===== src/rtl/approx_adder_pipe.sv =====
`default_nettype none
// ---------------------------------------------------------------------------
// approx_adder_pipe : two-stage approximate adder, OR-approximated LSBs with a
// Kogge-Stone upper sum. Error monitor built only with APPROX_ERR_MON_EN.
// Rev 1.0
// ---------------------------------------------------------------------------
module approx_adder_pipe #(
  parameter int W     = 16,
  parameter int P_MAX = 8,
  parameter int LW    = (P_MAX < 1) ? 1 : $clog2(P_MAX + 1)
) (
  input  logic          clk,
  input  logic          rst,
  input  logic          in_valid,
  output logic          in_ready,
  input  logic [W-1:0]  a,
  input  logic [W-1:0]  b,
  input  logic [LW-1:0] approx_lvl,
  output logic          out_valid,
  input  logic          out_ready,
  output logic [W:0]    y,
  input  logic          err_clr,
  output logic [31:0]   err_cnt,
  output logic [31:0]   err_sum,
  output logic [W:0]    err_max
);

  localparam int            C_LEVELS = (W <= 1) ? 1 : $clog2(W);
  localparam logic [LW-1:0] C_PMAX   = LW'(P_MAX);

  logic          r_s1_valid;
  logic [W-1:0]  r_s1_a;
  logic [W-1:0]  r_s1_b;
  logic [LW-1:0] r_s1_k;
  logic          r_out_valid;
  logic [W:0]    r_y;

  logic [LW-1:0] w_k;
  logic          w_s2_adv;
  logic [W-1:0]  w_g;
  logic [W-1:0]  w_p;
  logic [W-1:0]  w_lo;
  logic [W-1:0]  w_gk;
  logic [W-1:0]  w_pk;
  logic [W:0]    w_c;
  logic [W:0]    w_y;

  assign w_k      = (approx_lvl > C_PMAX) ? C_PMAX : approx_lvl;
  assign w_s2_adv = !r_out_valid || out_ready;
  assign in_ready = !r_s1_valid || w_s2_adv;

  always_ff @(posedge clk or posedge rst) begin
    if (rst) begin
      r_s1_valid <= 1'b0;
      r_s1_a     <= '0;
      r_s1_b     <= '0;
      r_s1_k     <= '0;
    end else if (in_ready) begin
      r_s1_valid <= in_valid;
      if (in_valid) begin
        r_s1_a <= a;
        r_s1_b <= b;
        r_s1_k <= w_k;
      end
    end
  end

  // Below bit k-1 g/p are zero so the prefix network sees only the injected
  // carry a[k-1]&b[k-1] and the exact generate/propagate of bits k..W-1.
  always_comb begin
    w_g  = '0;
    w_p  = '0;
    w_lo = '0;
    for (int i = 0; i < W; i++) begin
      if (i < int'(r_s1_k)) begin
        w_lo[i] = r_s1_a[i] | r_s1_b[i];
        if (i == int'(r_s1_k) - 1) begin
          w_g[i] = r_s1_a[i] & r_s1_b[i];
        end
      end else begin
        w_g[i] = r_s1_a[i] & r_s1_b[i];
        w_p[i] = r_s1_a[i] ^ r_s1_b[i];
      end
    end
  end

  always_comb begin
    w_gk = w_g;
    w_pk = w_p;
    for (int l = 0; l < C_LEVELS; l++) begin
      w_gk = w_gk | (w_pk & (w_gk << (1 << l)));
      w_pk = w_pk & (w_pk << (1 << l));
    end
  end

  assign w_c = {w_gk, 1'b0};
  assign w_y = {w_c[W], (w_p ^ w_c[W-1:0]) | w_lo};

  always_ff @(posedge clk or posedge rst) begin
    if (rst) begin
      r_out_valid <= 1'b0;
      r_y         <= '0;
    end else if (w_s2_adv) begin
      r_out_valid <= r_s1_valid;
      if (r_s1_valid) begin
        r_y <= w_y;
      end
    end
  end

  assign out_valid = r_out_valid;
  assign y         = r_y;

`ifdef APPROX_ERR_MON_EN
  logic [W:0]  r_exact;
  logic [31:0] r_err_cnt;
  logic [31:0] r_err_sum;
  logic [W:0]  r_err_max;
  logic        w_retire;
  logic [W:0]  w_diff;
  logic [32:0] w_sum_ext;

  always_ff @(posedge clk or posedge rst) begin
    if (rst) begin
      r_exact <= '0;
    end else if (w_s2_adv && r_s1_valid) begin
      r_exact <= {1'b0, r_s1_a} + {1'b0, r_s1_b};
    end
  end

  assign w_retire  = r_out_valid && out_ready;
  assign w_diff    = (r_exact >= r_y) ? (r_exact - r_y) : (r_y - r_exact);
  assign w_sum_ext = {1'b0, r_err_sum} + 33'(w_diff);

  // A clear in the retire cycle drops that result's contribution.
  always_ff @(posedge clk or posedge rst) begin
    if (rst) begin
      r_err_cnt <= '0;
      r_err_sum <= '0;
      r_err_max <= '0;
    end else if (err_clr) begin
      r_err_cnt <= '0;
      r_err_sum <= '0;
      r_err_max <= '0;
    end else if (w_retire && (w_diff != '0)) begin
      r_err_cnt <= (r_err_cnt == 32'hFFFF_FFFF) ? r_err_cnt : r_err_cnt + 32'd1;
      r_err_sum <= w_sum_ext[32] ? 32'hFFFF_FFFF : w_sum_ext[31:0];
      if (w_diff > r_err_max) begin
        r_err_max <= w_diff;
      end
    end
  end

  assign err_cnt = r_err_cnt;
  assign err_sum = r_err_sum;
  assign err_max = r_err_max;
`else
  logic w_unused_err_clr;

  assign w_unused_err_clr = err_clr;
  assign err_cnt          = '0;
  assign err_sum          = '0;
  assign err_max          = '0;
`endif

endmodule
`default_nettype wire


===== config.mk =====
export PLATFORM = sky130hd
export DESIGN_NAME = approx_adder_pipe
export DESIGN_NICKNAME = d
export VERILOG_FILES = /design/src/rtl/approx_adder_pipe.sv
export SDC_FILE = /design/constraint.sdc
export NUM_CORES = 1
export LEC_CHECK = 0
export ABC_AREA = 1
export CORE_AREA = 4 4 101 103
export DETAILED_ROUTE_END_ITERATION = 12
export DIE_AREA = 0 0 105 107
export HOLD_SLACK_MARGIN = 0.03
export PLACE_DENSITY_LB_ADDON = 0.12
export SETUP_SLACK_MARGIN = 0.05
export SLEW_MARGIN = 20
export SYNTH_ARGS = -nofsm -noshare
export SYNTH_HDL_FRONTEND = slang
export SYNTH_SLANG_ARGS = --single-unit

===== constraint.sdc =====
create_clock -name clk -period 2.17 [get_ports clk]
set_input_delay 0.217 -clock clk [delete_from_list [all_inputs] [get_ports clk]]
set_output_delay 0.217 -clock clk [all_outputs]
set_load 0.005 [all_outputs]

==> impl_results.rst <==
.. list-table::
   :header-rows: 1

   * - Metric
     - Value
   * - Data arrival, critical path
     - 2170 ps
   * - Pin slew with the least headroom to its limit
     - 528 ps
   * - Commonest cells post-synth
     - sky130_fd_sc_hd__nand2_1, sky130_fd_sc_hd__inv_1, sky130_fd_sc_hd__buf_4
   * - Antenna-violating nets left
     - 0
   * - Psw
     - 0.00137 W
   * - Post-placement cell area
     - 4730 um2
   * - Number of DRC markers in iteration 0
     - 186
   * - Number of clock sinks
     - 55
   * - Most area-hungry cell type in the Yosys netlist
     - sky130_fd_sc_hd__dfrtp_1
   * - RePlAce Congestion
     - 0.906
   * - Achievable clock frequency
     - 513 MHz
   * - Initial core utilization
     - 0.471
   * - Die X-Extent
     - 105 um
   * - Leakage power
     - 2.68 nW
   * - Fraction of power spent switching nets
     - 0.358
   * - Final hold viol count
     - 0
   * - ANT cells
     - 0
   * - Max Clock Skew
     - 6.16 ps
   * - Floorplan core area
     - 9200 um2
   * - Worst min path class
     - in2async
   * - Synthesized area
     - 4330 um2
   * - Routed length per instance
     - 11.9 um
   * - Count of nets after finishing
     - 732
   * - Top flip-flop cell by instance count after synthesis
     - sky130_fd_sc_hd__dfrtp_1
   * - Pwr Density
     - 776 nW/um2
   * - Wire length of the first global-routing pass
     - 14.8 mm
   * - Share of total power in combinational logic
     - 0.420
   * - Routed wire length
     - 9.15 mm
   * - Total internal power
     - 0.00246 W
   * - Final setup vio count
     - 0
   * - MaxCap Viol Count
     - 0
   * - Total congestion overflow after global routing
     - 0
   * - Worst setup SP type
     - flip-flop
   * - Floorplan die height
     - 107 um
   * - Number of rows created at floorplan
     - 35
   * - Worst-skew pair later-pin latency
     - 310 ps
   * - Full die area
     - 11,200 um2
   * - Total negative slack for setup checks
     - 0 ps
   * - Count of buffers inserted at the top-level ports
     - 58
   * - Status
     - complete, no violations
   * - Via count
     - 3,551
   * - Sequential fraction of design power
     - 0.369
   * - Root buffer cell
     - sky130_fd_sc_hd__clkbuf_8
   * - Final worst-path setup slack
     - 221 ps
   * - Summed area of non-filler cells in the final layout
     - 4930 um2
   * - Antenna violations before repair
     - 0
   * - Worst relative slew slack
     - 0.644
   * - First drt pass iteration count
     - 5
   * - HPWL after DPL
     - 7.35 mm
   * - Layout cell share with drive strength beyond 1
     - 0.0894
   * - Via density per instance
     - 4.61
   * - Clock transition at path regs
     - 100 ps
   * - Final slew viol count
     - 0
   * - RSZ-0062 raised after global routing
     - yes
   * - DRC violations left
     - 0
   * - Most frequent cell after synthesis
     - sky130_fd_sc_hd__nand2_1
   * - Number of synthesized register bits
     - 55
   * - Mean instance size in the synthesized netlist
     - 7.25 um2
   * - Async SR Flop Fraction
     - 1.00
   * - Worst Setup Path Type
     - reg2reg
   * - CTS tree
     - built
   * - Area grow syn2layout
     - 13.8%
   * - Maximum number of pins on one net before global-route repair
     - 66
   * - Number of enable flip-flop cells after synthesis
     - 0
   * - Final clock period utilization by the worst path
     - 0.898
   * - IR Drop Worst-Case VDD
     - 0.403 mV
   * - Critical path capture point type
     - flip-flop
   * - Top-Level Pins
     - 141
   * - CTS Buf Count
     - 5
   * - Fill cell count
     - 891
   * - CTS H-tree lvls
     - 2
   * - Cells taking the most area after synthesis
     - sky130_fd_sc_hd__dfrtp_1, sky130_fd_sc_hd__buf_4, sky130_fd_sc_hd__nand2_1
   * - Highest fanout seen on the critical path
     - 8
   * - Sequential cell area fraction in the yosys report
     - 0.318
   * - Setup slack at placement
     - 179 ps
   * - Yosys warning count
     - 0
   * - Number of instances in the synthesized netlist
     - 597
   * - Relative contribution of the clock network to total power
     - 0.211
   * - Clock Tree Buf Depth
     - 2
   * - Post-layout min period
     - 1950 ps
   * - All-Layer GR Usage
     - 0.160
   * - Number of different library cells in the post-synthesis netlist
     - 36
   * - Critical path required time
     - 2390 ps
   * - Area fraction of the dominant cell type after synthesis
     - 0.318
   * - Via count of the first global-routing pass
     - 3,165
==> cells in the final DEF (no fill, tap or decap), types with 2 or more instances in the layout <==
master and instances:
sky130_fd_sc_hd__nand2_1 143, sky130_fd_sc_hd__inv_1 91, sky130_fd_sc_hd__conb_1 81, sky130_fd_sc_hd__clkdlybuf4s50_1 58
sky130_fd_sc_hd__dfrtp_1 53, sky130_fd_sc_hd__o21ai_0 45, sky130_fd_sc_hd__nor2_1 33, sky130_fd_sc_hd__ha_1 32
sky130_fd_sc_hd__nand3_1 30, sky130_fd_sc_hd__a21oi_1 12, sky130_fd_sc_hd__nand2_2 12, sky130_fd_sc_hd__buf_4 10
sky130_fd_sc_hd__nand4_1 6, sky130_fd_sc_hd__nand3_2 5, sky130_fd_sc_hd__or2_2 5, sky130_fd_sc_hd__clkbuf_8 5
sky130_fd_sc_hd__inv_2 4, sky130_fd_sc_hd__o21ai_1 4, sky130_fd_sc_hd__nor2_2 3, sky130_fd_sc_hd__a31oi_1 3
sky130_fd_sc_hd__xor2_1 2, sky130_fd_sc_hd__clkinvlp_4 2, sky130_fd_sc_hd__a21oi_2 2, sky130_fd_sc_hd__and2_1 2
sky130_fd_sc_hd__bufinv_16 2, sky130_fd_sc_hd__buf_12 2, sky130_fd_sc_hd__dfrtp_2 2
==> per-stage QoR <==
stage	utilization	cells	power (W)	hold slack [ps]
floorplan	-	677	0.00246	327
global placement	0.515	757	0.00298	470
detailed placement	0.515	757	0.00300	476
CTS	0.530	765	0.00382	277
global route	0.536	771	0.00412	295
finish	0.536	771	0.00382	270
==> path summary, 6_finish.rpt <==
path,cells after the start,end,slack (ps),from
setup reg to reg,15,y[14]$_DFFE_PP0P_,220,r_s1_k[1]$_DFFE_PP0P_
setup / recovery,15,y[14]$_DFFE_PP0P_,220,r_s1_k[1]$_DFFE_PP0P_
hold / removal,3,r_s1_valid$_DFFE_PP0N_,270,rst
max in group asynchronous,3,r_s1_k[3]$_DFFE_PP0P_,1650,rst
hold reg to reg,2,y[7]$_DFFE_PP0P_,490,y[7]$_DFFE_PP0P_
min in group clk,3,r_s1_a[15]$_DFFE_PP0P_,430,a[15]
==> kinds of logic (layout without fill, tap and decap cells) <==
group | Yosys count | in the layout | synth area share
xor+xnor | 3 | 3 | 0.00607
other cells | 1 | 81 | 0.000866
flops | 55 | 55 | 0.318
fa+ha+maj | 32 | 32 | 0.0925
buf+inv | 191 | 174 | 0.242
compound gates | 71 | 71 | 0.0878
simple gates | 244 | 244 | 0.253
==> power groups by stage <==
stage	Sequential, W	Combinational [W]	Clock [W]
after floorplan	0.00141	0.00105	0
after global placement	0.00142	0.00155	0
after detailed placement	0.00143	0.00157	0
after CTS	0.00141	0.00158	0.000828
after global routing	0.00145	0.00181	0.000867
final	0.00141	0.00161	0.000806
==> layout make-up <==
cell class / count / area, um2 / area share
multi-input cells: 431 / 2210 / 0.449
inverters: 96 / 364 / 0.0739
clock buffers: 5 / 68.8 / 0.0140
repair buffers: 70 / 696 / 0.141
flip-flops and latches: 55 / 1380 / 0.280
clock inverters: 3 / 67.6 / 0.0137
well taps: 111 / 139 / 0.0282
==> timing repair <==
action | 4_1_cts | 5_1_grt
hold buffers | 0 | 0
buffers inserted | 0 | 6
resized for setup | 0 | 5
endpoints found under the setup margin | 0 | 9
==> metal layers <==
metal  track usage  routed length (um)
met5             0                   0
met4        0.0469                 157
met3        0.0187                 718
met2         0.253                3810
met1         0.230                4460
==> sequential cells by signal, summed over array words and instances, names as in the netlist <==
name        flops
r_s1_valid      1
r_s1_b         16
out_valid       1
y              17
r_s1_a         16
r_s1_k          4
==> critical path: stages, from the launching register on <==
cell and delay, ps:
sky130_fd_sc_hd__dfrtp_2 490, sky130_fd_sc_hd__inv_1 170, sky130_fd_sc_hd__nand2_1 110, sky130_fd_sc_hd__nor2_2 140, sky130_fd_sc_hd__ha_1 150, sky130_fd_sc_hd__inv_1 40, sky130_fd_sc_hd__nand2_1 80, sky130_fd_sc_hd__nand2_1 70
sky130_fd_sc_hd__nand2_2 90, sky130_fd_sc_hd__nand2_1 60, sky130_fd_sc_hd__nand2_2 110, sky130_fd_sc_hd__nand2_2 80, sky130_fd_sc_hd__nand3_1 80, sky130_fd_sc_hd__nand3_1 100, sky130_fd_sc_hd__nand2_1 70, sky130_fd_sc_hd__inv_1 30
Note: power is estimated with default switching activity, not from simulation.
